--- config.mk ---
export PLATFORM = sky130hd
export DESIGN_NAME = jk_updown_counter
export DESIGN_NICKNAME = d
export VERILOG_FILES = /design/src/rtl/jk_counter_pkg.sv /design/src/rtl/jk_cell.sv /design/src/rtl/jk_updown_counter.sv
export SDC_FILE = /design/constraint.sdc
export NUM_CORES = 1
export LEC_CHECK = 0
export CAP_MARGIN = 10
export CELL_PAD_IN_SITES_DETAIL_PLACEMENT = 2
export CELL_PAD_IN_SITES_GLOBAL_PLACEMENT = 2
export CORE_UTILIZATION = 32
export CTS_BUF_LIST = sky130_fd_sc_hd__clkbuf_4
export DETAILED_ROUTE_END_ITERATION = 10
export PLACE_DENSITY_LB_ADDON = 0.05
export SLEW_MARGIN = 30
export SYNTH_ARGS = -nofsm -noshare
export SYNTH_HDL_FRONTEND = slang
export SYNTH_HIERARCHICAL = 1
export SYNTH_SLANG_ARGS = --single-unit
--- constraint.sdc ---
create_clock -name clk -period 3.4 [get_ports clk]
set_input_delay 0.68 -clock clk [delete_from_list [all_inputs] [get_ports clk]]
set_output_delay 0.68 -clock clk [all_outputs]
set_load 0.005 [all_outputs]
--- src/rtl/jk_counter_pkg.sv ---
// Shared constants and helpers for the JK-flop based up/down counter.
package jk_counter_pkg;

  // Direction encoding on the dir input
  localparam logic DIR_UP   = 1'b0;
  localparam logic DIR_DOWN = 1'b1;

  // Boundary behaviour selected by the SATURATE parameter
  localparam int MODE_WRAP = 0;
  localparam int MODE_SAT  = 1;

  // Encoding of the J/K input pair driven into one cell
  typedef enum logic [1:0] {
    JK_HOLD   = 2'b00,
    JK_RESET  = 2'b01,
    JK_SET    = 2'b10,
    JK_TOGGLE = 2'b11
  } jk_op_e;

  // Clamp a requested load value into the legal range 0..modulus-1.
  // Values at or above the modulus land on the top of the range.
  function automatic logic [31:0] clamp_load(input logic [31:0] val,
                                             input logic [31:0] modulus);
    logic [31:0] result;
    if (val >= modulus) begin
      result = modulus - 32'd1;
    end else begin
      result = val;
    end
    return result;
  endfunction

endpackage

--- src/rtl/jk_cell.sv ---
// One JK bistable with an asynchronous active-low clear.
module jk_cell
  import jk_counter_pkg::*;
(
  input  logic clk,
  input  logic reset_n,
  input  logic j,
  input  logic k,
  output logic q
);

  logic   q_reg;
  jk_op_e op;

  assign op = jk_op_e'({j, k});

  // Classic JK behaviour: hold, clear, set or toggle on the rising edge
  always_ff @(posedge clk or negedge reset_n) begin
    if (!reset_n) begin
      q_reg <= 1'b0;
    end else begin
      case (op)
        JK_HOLD:   q_reg <= q_reg;
        JK_RESET:  q_reg <= 1'b0;
        JK_SET:    q_reg <= 1'b1;
        JK_TOGGLE: q_reg <= ~q_reg;
        default:   q_reg <= q_reg;
      endcase
    end
  end

  assign q = q_reg;

endmodule

--- src/rtl/jk_updown_counter.sv ---
// Modulo-N up/down counter whose state lives in a bank of JK cells.
// count and tc are delayed one clock behind the internal state q, with tc
// marking the first cycle in which count shows the result of a boundary step.
module jk_updown_counter
  import jk_counter_pkg::*;
#(
  parameter int WIDTH    = 4,
  parameter int MODULUS  = 2 ** WIDTH,
  parameter int SATURATE = MODE_WRAP
) (
  input  logic             clk,
  input  logic             reset_n,
  input  logic             en,
  input  logic             dir,
  input  logic             load,
  input  logic [WIDTH-1:0] load_val,
  output logic [WIDTH-1:0] count,
  output logic             tc
);

  // Highest legal state; also the terminal value when counting up
  localparam logic [WIDTH-1:0] MAX_Q = WIDTH'(MODULUS - 1);
  localparam logic             SAT_EN = (SATURATE == MODE_SAT);

  logic [WIDTH-1:0] q;
  logic [WIDTH-1:0] q_next;
  logic [WIDTH-1:0] load_clamped;
  logic [WIDTH-1:0] j_vec;
  logic [WIDTH-1:0] k_vec;
  logic             boundary;

  logic [WIDTH-1:0] count_reg;
  logic             event_reg;
  logic             tc_reg;

  // Next-state selection and per-bit J/K decode (load > en > hold)
  always_comb begin
    q_next       = q;
    boundary     = 1'b0;
    load_clamped = WIDTH'(clamp_load(32'(load_val), 32'(MODULUS)));
    j_vec        = '0;
    k_vec        = '0;

    if (load) begin
      // Direct set/clear of every bit; never counts as a boundary event
      q_next = load_clamped;
      j_vec  = load_clamped;
      k_vec  = ~load_clamped;
    end else begin
      if (en) begin
        if (dir == DIR_UP) begin
          if (q == MAX_Q) begin
            boundary = 1'b1;
            q_next   = SAT_EN ? q : '0;
          end else begin
            q_next = q + 1'b1;
          end
        end else begin
          if (q == '0) begin
            boundary = 1'b1;
            q_next   = SAT_EN ? q : MAX_Q;
          end else begin
            q_next = q - 1'b1;
          end
        end
      end
      // Toggle exactly the bits that change; everything else holds
      j_vec = q ^ q_next;
      k_vec = q ^ q_next;
    end
  end

  // State bank: one JK cell per bit
  generate
    for (genvar gi = 0; gi < WIDTH; gi++) begin : g_cell
      jk_cell u_cell (
        .clk     (clk),
        .reset_n (reset_n),
        .j       (j_vec[gi]),
        .k       (k_vec[gi]),
        .q       (q[gi])
      );
    end
  endgenerate

  // Output pipeline: count trails q by one clock, tc trails the event by two
  // so that it lines up with the first cycle count shows the post-event value
  always_ff @(posedge clk or negedge reset_n) begin
    if (!reset_n) begin
      count_reg <= '0;
      event_reg <= 1'b0;
      tc_reg    <= 1'b0;
    end else begin
      count_reg <= q;
      event_reg <= boundary;
      tc_reg    <= event_reg;
    end
  end

  assign count = count_reg;
  assign tc    = tc_reg;

endmodule
==> After elaboration in Yosys (flattened, before gate mapping) <==
Cells that the tools add are included.
Widths: inputs -> output; s select.
{ "word_totals": {"reg_bits": 10, "input_bits": 9, "word_cells": 49, "out_inout_bits": 5} }
{ "op_classes": {"n_bitwise": 6, "addsub": 2, "n_eq_ne": 13, "n_mux": 16, "reduce_logical": 5} }
{ "ops": {"columns": ["op", "n"], "rows": [
  ["$mux 4", 7],
  ["$eq 2x2->1 const B", 8],
  ["$pmux 1 s3", 4],
  ["$eq 2x1->1 const B", 4],
  ["$logic_not 2->1", 4],
  ["$mux 1", 5],
  ["$add 4x1->4 const B", 1],
  ["$eq 4x4->1 const B", 1],
  ["$logic_not 4->1", 1],
  ["$not 1->1", 4],
  ["$not 4->4", 1],
  ["$sub 4x1->4 const B", 1],
  ["$xor 4x4->4", 1]
]} }

==> Depth between registers and ports, before layout <==
{ "logic_depth": {"depth_word": 9, "mapped_depth": 7} }

==> Modules after synthesis <==
Netlist, hierarchy kept.
{ "by_module_without_submodules": {"columns": ["mod", "seq_area_each_um2", "cells_per_inst", "area_each_um2", "instances"], "rows": [
  ["jk_updown_counter", 150.1, 38, 394.1, 1],
  ["jk_cell", 25.0, 3, 33.8, 4]
]} }

==> Least setup slack after synthesis <==
No wires, ideal clock.
{ "synth_timing": {"path_kind": "input-to-reg", "from": "input load", "to": "register g_cell[3].u_cell.q_reg", "stages": 6, "slack_ns": 1.637, "arrival_ns": 1.685, "setup_time_ns": 0.077, "cell_sequence": "nand2b_4 -> buf_6 -> or4b_4 -> o311ai_1 -> nor2_1 -> a21oi_1"} }
{ "synth_via": {"elab_chain_len": 3} }
{ "synth_rtl": {"columns": ["element", "line", "rtl"], "rows": [
  ["start: declaration", "jk_updown_counter.sv:15", "input logic load,"],
  ["$mux 4 *", "jk_updown_counter.sv:44", "if (load) begin"],
  ["via j_vec[3]", "jk_updown_counter.sv:28", "logic [WIDTH-1:0] j_vec;"],
  ["$eq 2x2->1 or $eq 2x1->1 (tied branches)", "jk_cell.sv:22", "case (op)"],
  ["$pmux 1 s3", "jk_cell.sv:22", null],
  ["end signal: assignment", "jk_cell.sv:23", "JK_HOLD: q_reg <= q_reg;"],
  ["end signal: assignment", "jk_cell.sv:26", "JK_TOGGLE: q_reg <= ~q_reg;"],
  ["end signal: assignment", "jk_cell.sv:27", "default: q_reg <= q_reg;"],
  ["end: declaration", "jk_cell.sv:12", "logic q_reg;"]
]} }
The timed path passes the listed nets; every way through them passes the cells marked *.
A chain may end at the register's enable or synchronous reset.

==> Worst setup path in the final report <==
Ends and elaborated chain as after synthesis.

==> results by group <==
Clocking
  • Num Clock Sinks: 10
  • CTS clk-pin slew, worst paths: around 60 ps
  • Longest Clk Path Bufs: 2
  • Num CTS Buffers: 3
  • Root buf cell: clkbuf_4
  • CTS H-tree depth: 1
  • Clk_lat worst skew: about 270 ps
  • Post-CTS setup buffer count: 0
  • # resized after CTS: 0
  • # hold bufs at CTS: 0
  • CTS tree: yes

Floorplan
  • Die width: roughly 43 um
  • Starting Density: 34.7%
  • Die Y: about 43 um
  • I/O pins: 14
  • Die Area: around 0.0018 mm^2
  • Core area: ~0.0015 mm^2
  • Std cell rows: 14

STA
  • Slew @ Worst Pin: ~430 ps
  • Tmin final: 2030 ps
  • RSZ-0062 raised after global routing: false
  • Setup_tns: 0 ps
  • Slew margin rel.: 71.0%
  • Final setup fails: 0
  • Tcrit/Tclk final: around three fifths
  • Worst hold slack: between 300 and 400 ps
  • Fmax: approximately 0.5 GHz
  • Final Max Tran Viols: 0
  • Clock skew: between 2 and 2.5 ps
  • Final hold violations: 0

Final layout
  • Post-route cell area: between 600 and 700 um^2
  • Area Growth Syn to Fin: 31.2%
  • Post-layout net count: a little under 80
  • N_diodes: 0
  • FF/Latch Area: approximately 250 um^2
  • Filler instances: 179
  • Share of cells above drive strength 1: just over 9%
  • Footprint of the multi-input gates: 249 um^2

Synth
  • Warnings, synthesis: 6
  • Distinct cells, synth: 21
  • Flop and latch count out of synthesis: 10
  • Post-Syn Area: around 530 um^2
  • Sequential area share after synthesis: between 40% and 50%
  • Mapped Cells: 50
  • Syn Nets: between 60 and 70
  • Avg Inst Size Synth: 10.6 um^2
  • Area share of the largest cell type after synthesis: a little under half
  • Synth top area cells: dfrtp_1 47%, a21oi_1 4.7%, ha_1 4.7%
  • Synth area leader: dfrtp_1

Critical path
  • CP Capture Type: flop
  • Worst r2r src: g_cell[1].u_cell/q$_DFFE_PN0P_
  • Worst R2R Setup Slack: roughly 1700 ps
  • Data required, critical path: around 3600 ps
  • Critical Path Start: load
  • WP data arrival: between 2000 and 2500 ps
  • Reg2reg path depth: 6
  • CP Class: input pin to flop
  • R2R Path End: g_cell[3].u_cell/q$_DFFE_PN0P_
  • CP startpoint kind: input pin
  • Crit-path max FO: 9

Place
  • # port buffers: 13
  • Detail Placement HPWL: approximately 930 um
  • Area after DPL: between 600 and 700 um^2
  • Gpl congestion: around 0.7

Drt
  • Post-Route WL: ~1.2 mm
  • Starting DRT DRC Count: 6
  • DRC: 0
  • Drt first pass iters: 2
  • DRT antenna net count: 0
  • DR vias: about 440
  • Vias per cell: between 5 and 6
  • Wire per inst: ~14 um

Global routing
  • Tot GR Track Use: roughly 15%
  • Largest net degree at the start of global routing: 11
  • Vias in the first global route: approximately 450
  • First-pass GRT wire length: about 2.0 mm
  • Gr ovfl total: 0
  • Antenna violations before repair: 0

Worst hold path
  • Worst Hold Class: flop to flop
  • Worst hold endpoint: tc$_DFF_PN0_
  • Hold Path Cell Cnt: 0
  • HP Start: event_reg$_DFF_PN0_

Power and ir drop
  • Leak: approximately 0.3 nW
  • Pwr Density: just under 700 mW/mm^2
  • Total power: approximately 480 uW
  • Maximum vdd drop: approximately 0.34 mV

Status
  • Outcome: finished, final reports clean

Run
  • Maxcap violations: 0
==> cell usage after synthesis <==
master / number
o22ai_1: 2
o21ai_0: 2
nand4b_1: 1
xnor2_1: 2
a22oi_1: 2
mux2i_1: 2
a21oi_1: 5
o311ai_1: 2
or4b_4: 1
ha_1: 2
inv_1: 5
nand4bb_1: 1
nor2_1: 4
nand2_1: 3
nand2b_4: 1
o2bb2ai_1: 1
dfrtp_1: 10
or2b_1: 1
a22o_2: 1
buf_6: 1
nand2b_1: 1
==> where the power goes <==
part / switching (mW) / total [mW] / internal, mW / leakage [nW]
Sequential: 0.0433 / 0.205 / 0.161 / 0.118
Combinational: 0.0834 / 0.195 / 0.112 / 0.176
Clock: 0.0412 / 0.0837 / 0.0425 / 0.0154
Total: 0.168 / 0.483 / 0.315 / 0.309
==> layout by cell type, fill, tap and decap left out <==
cell,synthesis,routed
mux2i_1,2,2
o311ai_1,2,2
nor2_1,4,4
a21oi_1,5,5
ha_1,2,2
nand2_1,3,3
or4b_4,1,1
or2b_1,1,1
o22ai_1,2,2
a22oi_1,2,2
o2bb2ai_1,1,1
nand4b_1,1,1
dfrtp_1,10,10
clkbuf_4,0,3
nand2b_1,1,1
a22o_2,1,1
inv_1,5,5
nand2b_4,1,1
clkinv_1,0,1
xnor2_1,2,2
nand4bb_1,1,1
o21ai_0,2,2
clkdlybuf4s50_1,0,13
==> worst max-delay path by stage <==
stage,slack [ps],end,cells past startpoint
2_1_floorplan,1640,g_cell[3].u_cell/q$_DFFE_PN0P_,6
3_3_place_gp,1120,g_cell[3].u_cell/q$_DFFE_PN0P_,6
3_5_place_dp,1080,g_cell[3].u_cell/q$_DFFE_PN0P_,6
4_1_cts,1360,g_cell[3].u_cell/q$_DFFE_PN0P_,6
5_1_grt,1250,g_cell[3].u_cell/q$_DFFE_PN0P_,6
6_report,1370,g_cell[3].u_cell/q$_DFFE_PN0P_,6
==> final cells by class <==
cell class,count,share of cell area [%]
Clock buffer,3,3.24
Sequential cell,10,36.0
Multi-Input combinational cell,34,35.9
Tap cell,16,2.88
Inverter,5,2.70
Timing Repair Buffer,13,18.7
Clock inverter,1,0.541
==> kinds of logic (layout without fill, tap and decap cells) <==
kind of cell	Yosys count	count (layout)	synth area share, %
DFF	10	10	47.3
and+or+nand+nor	13	13	16.5
AOI/OAI and AO/OA	15	15	18.7
muxes	2	2	3.78
buffers and inverters	6	22	5.67
adders and majority gates	2	2	4.73
xor gates and xnor gates	2	2	3.31
==> metrics by stage <==
stage	utilization (%)	setup WS, ps	std cells
3_3_place_gp	43.8	1120	78
3_5_place_dp	43.8	1080	78
5_1_grt	45.6	1250	82
4_1_cts	45.6	1360	82
6_report	45.6	1370	82
2_1_floorplan	-	1640	50
==> worst max-delay path: stages <==
cell,delay [ps]
clkdlybuf4s50_1,500
nand2b_4,230
or4b_4,520
o311ai_1,100
nor2_1,80
a21oi_1,120
==> per-layer routing <==
| metal | global-route usage [%] | up-vias | wire, um |
|---|---|---|---|
| li1 | - | 210 | - |
| met1 | 17.0 | 212 | 517 |
| met2 | 26.4 | 13 | 560 |
| met3 | 6.38 | 2 | 64 |
| met4 | 3.75 | 0 | 8 |
| met5 | 0 | - | 0 |
Power figures use the tool's default switching activity.
==> patch, RTL diff (config.mk and constraints unchanged) <==
`WIDTH`: 4 -> 3.
--- a/src/rtl/jk_updown_counter.sv
+++ b/src/rtl/jk_updown_counter.sv
@@ -6,3 +6,3 @@
 #(
-  parameter int WIDTH    = 4,
+  parameter int WIDTH    = 3,
   parameter int MODULUS  = 2 ** WIDTH,
Ports: changed (resized count and load_val); port bits go from 14 to 12. No check against the original RTL was run, so the function may have changed too.
==> patch against the unedited design <==
Sequential cell count down 2; routed wire length shrank 17%; final area fell by 18%; clock skew rose by 0.0026 ns; total power shrank 17%; sequential share of layout area down 1.0 points; area after synthesis down 20%; worst setup slack better by 0.22 ns; critical path type unchanged; critical endpoint is now g_cell[1].u_cell/q; highest routed layer is now met3.
==> patch: results (changes against the unedited design) <==
Power
  – Leak pwr: 0.0002626 uW (-15%)
  – Worst VDD drop: 0.2468 mV (-27%)

Cells and area
  – Layout Nets: 69 (-12%)
  – Layout cells sized above 1: 0.05455 (-0.03636)
  – ANT cells: 0 (unchanged)

GRT
  – GRT Total Usage: 0.1634 (+0.01131)
  – Initial antenna violation count: 0 (unchanged)
  – First-pass GRT wire length: 1.545 mm (-24%)
  – Vias in the first global route: 374 (-17%)
  – Pin count of the biggest net entering global routing: 9 (-2)

Timing
  – Worst Skew: 0.004799 ns (+0.002611 ns)
  – Worst Tran Pin Value: 0.3546 ns (-0.07901 ns)
  – Final-report hold violation count: 0 (unchanged)
  – Hold_ws: 0.3797 ns (+0.02053 ns)

Min path
  – Worst Hold Class: reg2reg

Route
  – Detail Route met2 WL: 538 um (-3.9%)
  – Vias/cell: 5.087 (-4.5%)
  – Routed met1 length: 383 um (-26%)
  – Initial detailed-routing violation count: 4 (-2)
  – DR vias: 351 (-20%)
  – DR WL/cell: 13.86 um (-1.2%)
  – Antenna Nets Post-Route: 0 (unchanged)
  – Uppermost routed layer: met3
  – Drt pass-1 iters: 3 (+1)
  – DR WL met3: 34 um (-47%)

Logic synthesis
  – Top FF cell, synth: dfrtp_1
  – Syn Nets: 53 (-13%)
  – Commonest cells post-synth: 8 x dfrtp_1, 4 x ha_1, 4 x nand2_1, 4 x nor2_1
  – Sequential-to-total area share from yosys stat: 0.4748 (+0.001964)
  – Async SR Flop Fraction: 1.000 (unchanged)
  – Avg Cell Area, Syn: 10.28 um2 (-2.8%)
  – Synth area leaders: dfrtp_1 47%, ha_1 12%, xnor2_1 4.2%
  – Yosys warns: 6 (unchanged)
  – Yosys cell types: 17 (-19%)

CTS
  – CTS max path bufs: 2 (unchanged)
  – Clk slew on worst S/H paths: 0.05 ns
  – CTS H-tree lvls: 1 (unchanged)
  – Setup Fix Bufs, Post-CTS: 0 (unchanged)
  – Later-pin clock latency in the skew report: 0.25 ns (-0.02 ns)
  – Clk root buf: clkbuf_4
  – Num CTS Buffers: 3 (unchanged)
  – Post-cts resize count: 0 (unchanged)

Placement
  – # placed instances: 66 (-15%)
  – Count of input and output buffers: 11 (-2)
  – Routability cong.: 0.7159 (+2.2%)

Setup path
  – Crit path max fanout: 6 (-3)
  – Worst path arrival time: 1.93 ns (-0.30 ns)
  – R2R Setup Slk: 1.69 ns (+0.02 ns)

Outcome
  – Status: complete, no violations
-- patch: cell count changes in the layout (fill, tap and decap cells not counted), sizes merged, moves of 2 or more --
| cell | unedited run | this run |
|---|---|---|
| dfrtp | 10 | 8 |
| nor2b | 0 | 2 |
| inv | 5 | 3 |
| clkdlybuf4s50 | 13 | 11 |
| ha | 2 | 4 |
| o311ai | 2 | 0 |
| o22ai | 2 | 0 |
| a22oi | 2 | 0 |
| a21oi | 5 | 3 |
-- patch: final timing paths --
check                                     end  cells past startpoint                from
setup / recovery           g_cell[1].u_cell/q                      6                 dir
hold / removal                             tc                      0           event_reg
max in group asynchronous                  tc                      1             reset_n
hold reg to reg                            tc                      0           event_reg
setup reg to reg           g_cell[2].u_cell/q                      7  g_cell[0].u_cell/q
min in group asynchronous            count[2]                      1             reset_n
-- patch: kinds of logic after synthesis --
| kind of cell | count (synthesis) | synth area share |
|---|---|---|
| mux | 1 | 0.02374 |
| fa+ha+maj | 4 | 0.1187 |
| buf+inv | 3 | 0.02670 |
| compound gates | 9 | 0.1454 |
| xor+xnor | 3 | 0.06233 |
| simple gates | 13 | 0.1483 |
| flops | 8 | 0.4748 |
-- patch: report_power, final --
part	leakage (uW)	switching [uW]	internal (uW)
Combinational	0.000154	72.4	94.2
Clock	0.0000138	28.2	40.1
Sequential	0.0000951	36.5	129
-- patch: worst max-delay path, stage by stage --
cell and delay (ns):
clkdlybuf4s50_1 0.60, xnor2_1 0.12, xnor2_1 0.15, a22o_1 0.21, nor2_1 0.11, a21oi_1 0.05
-- patch: per-layer routing --
layer	vias up	track usage
met3	0	0.01744
met1	170	0.1460
li1	171	-
met4	0	0.1339
met5	-	0
met2	10	0.3178
-- patch: stage by stage --
step,instance area [um2],worst slack (ns)
finish,571.8,1.587
global placement,549.3,1.403
CTS,571.8,1.584
global route,571.8,1.518
detailed placement,549.3,1.313
floorplan,421.7,1.868
-- patch: cell type report --
| class | instances | area (um2) |
|---|---|---|
| fill | 129 | 599.3 |
| multi-input combinational | 30 | 210.2 |
| sequential | 8 | 200.2 |
| timing repair buffer | 11 | 110.1 |
| clock buffer | 3 | 22.52 |
| tap | 14 | 17.52 |
| inverter | 3 | 11.26 |
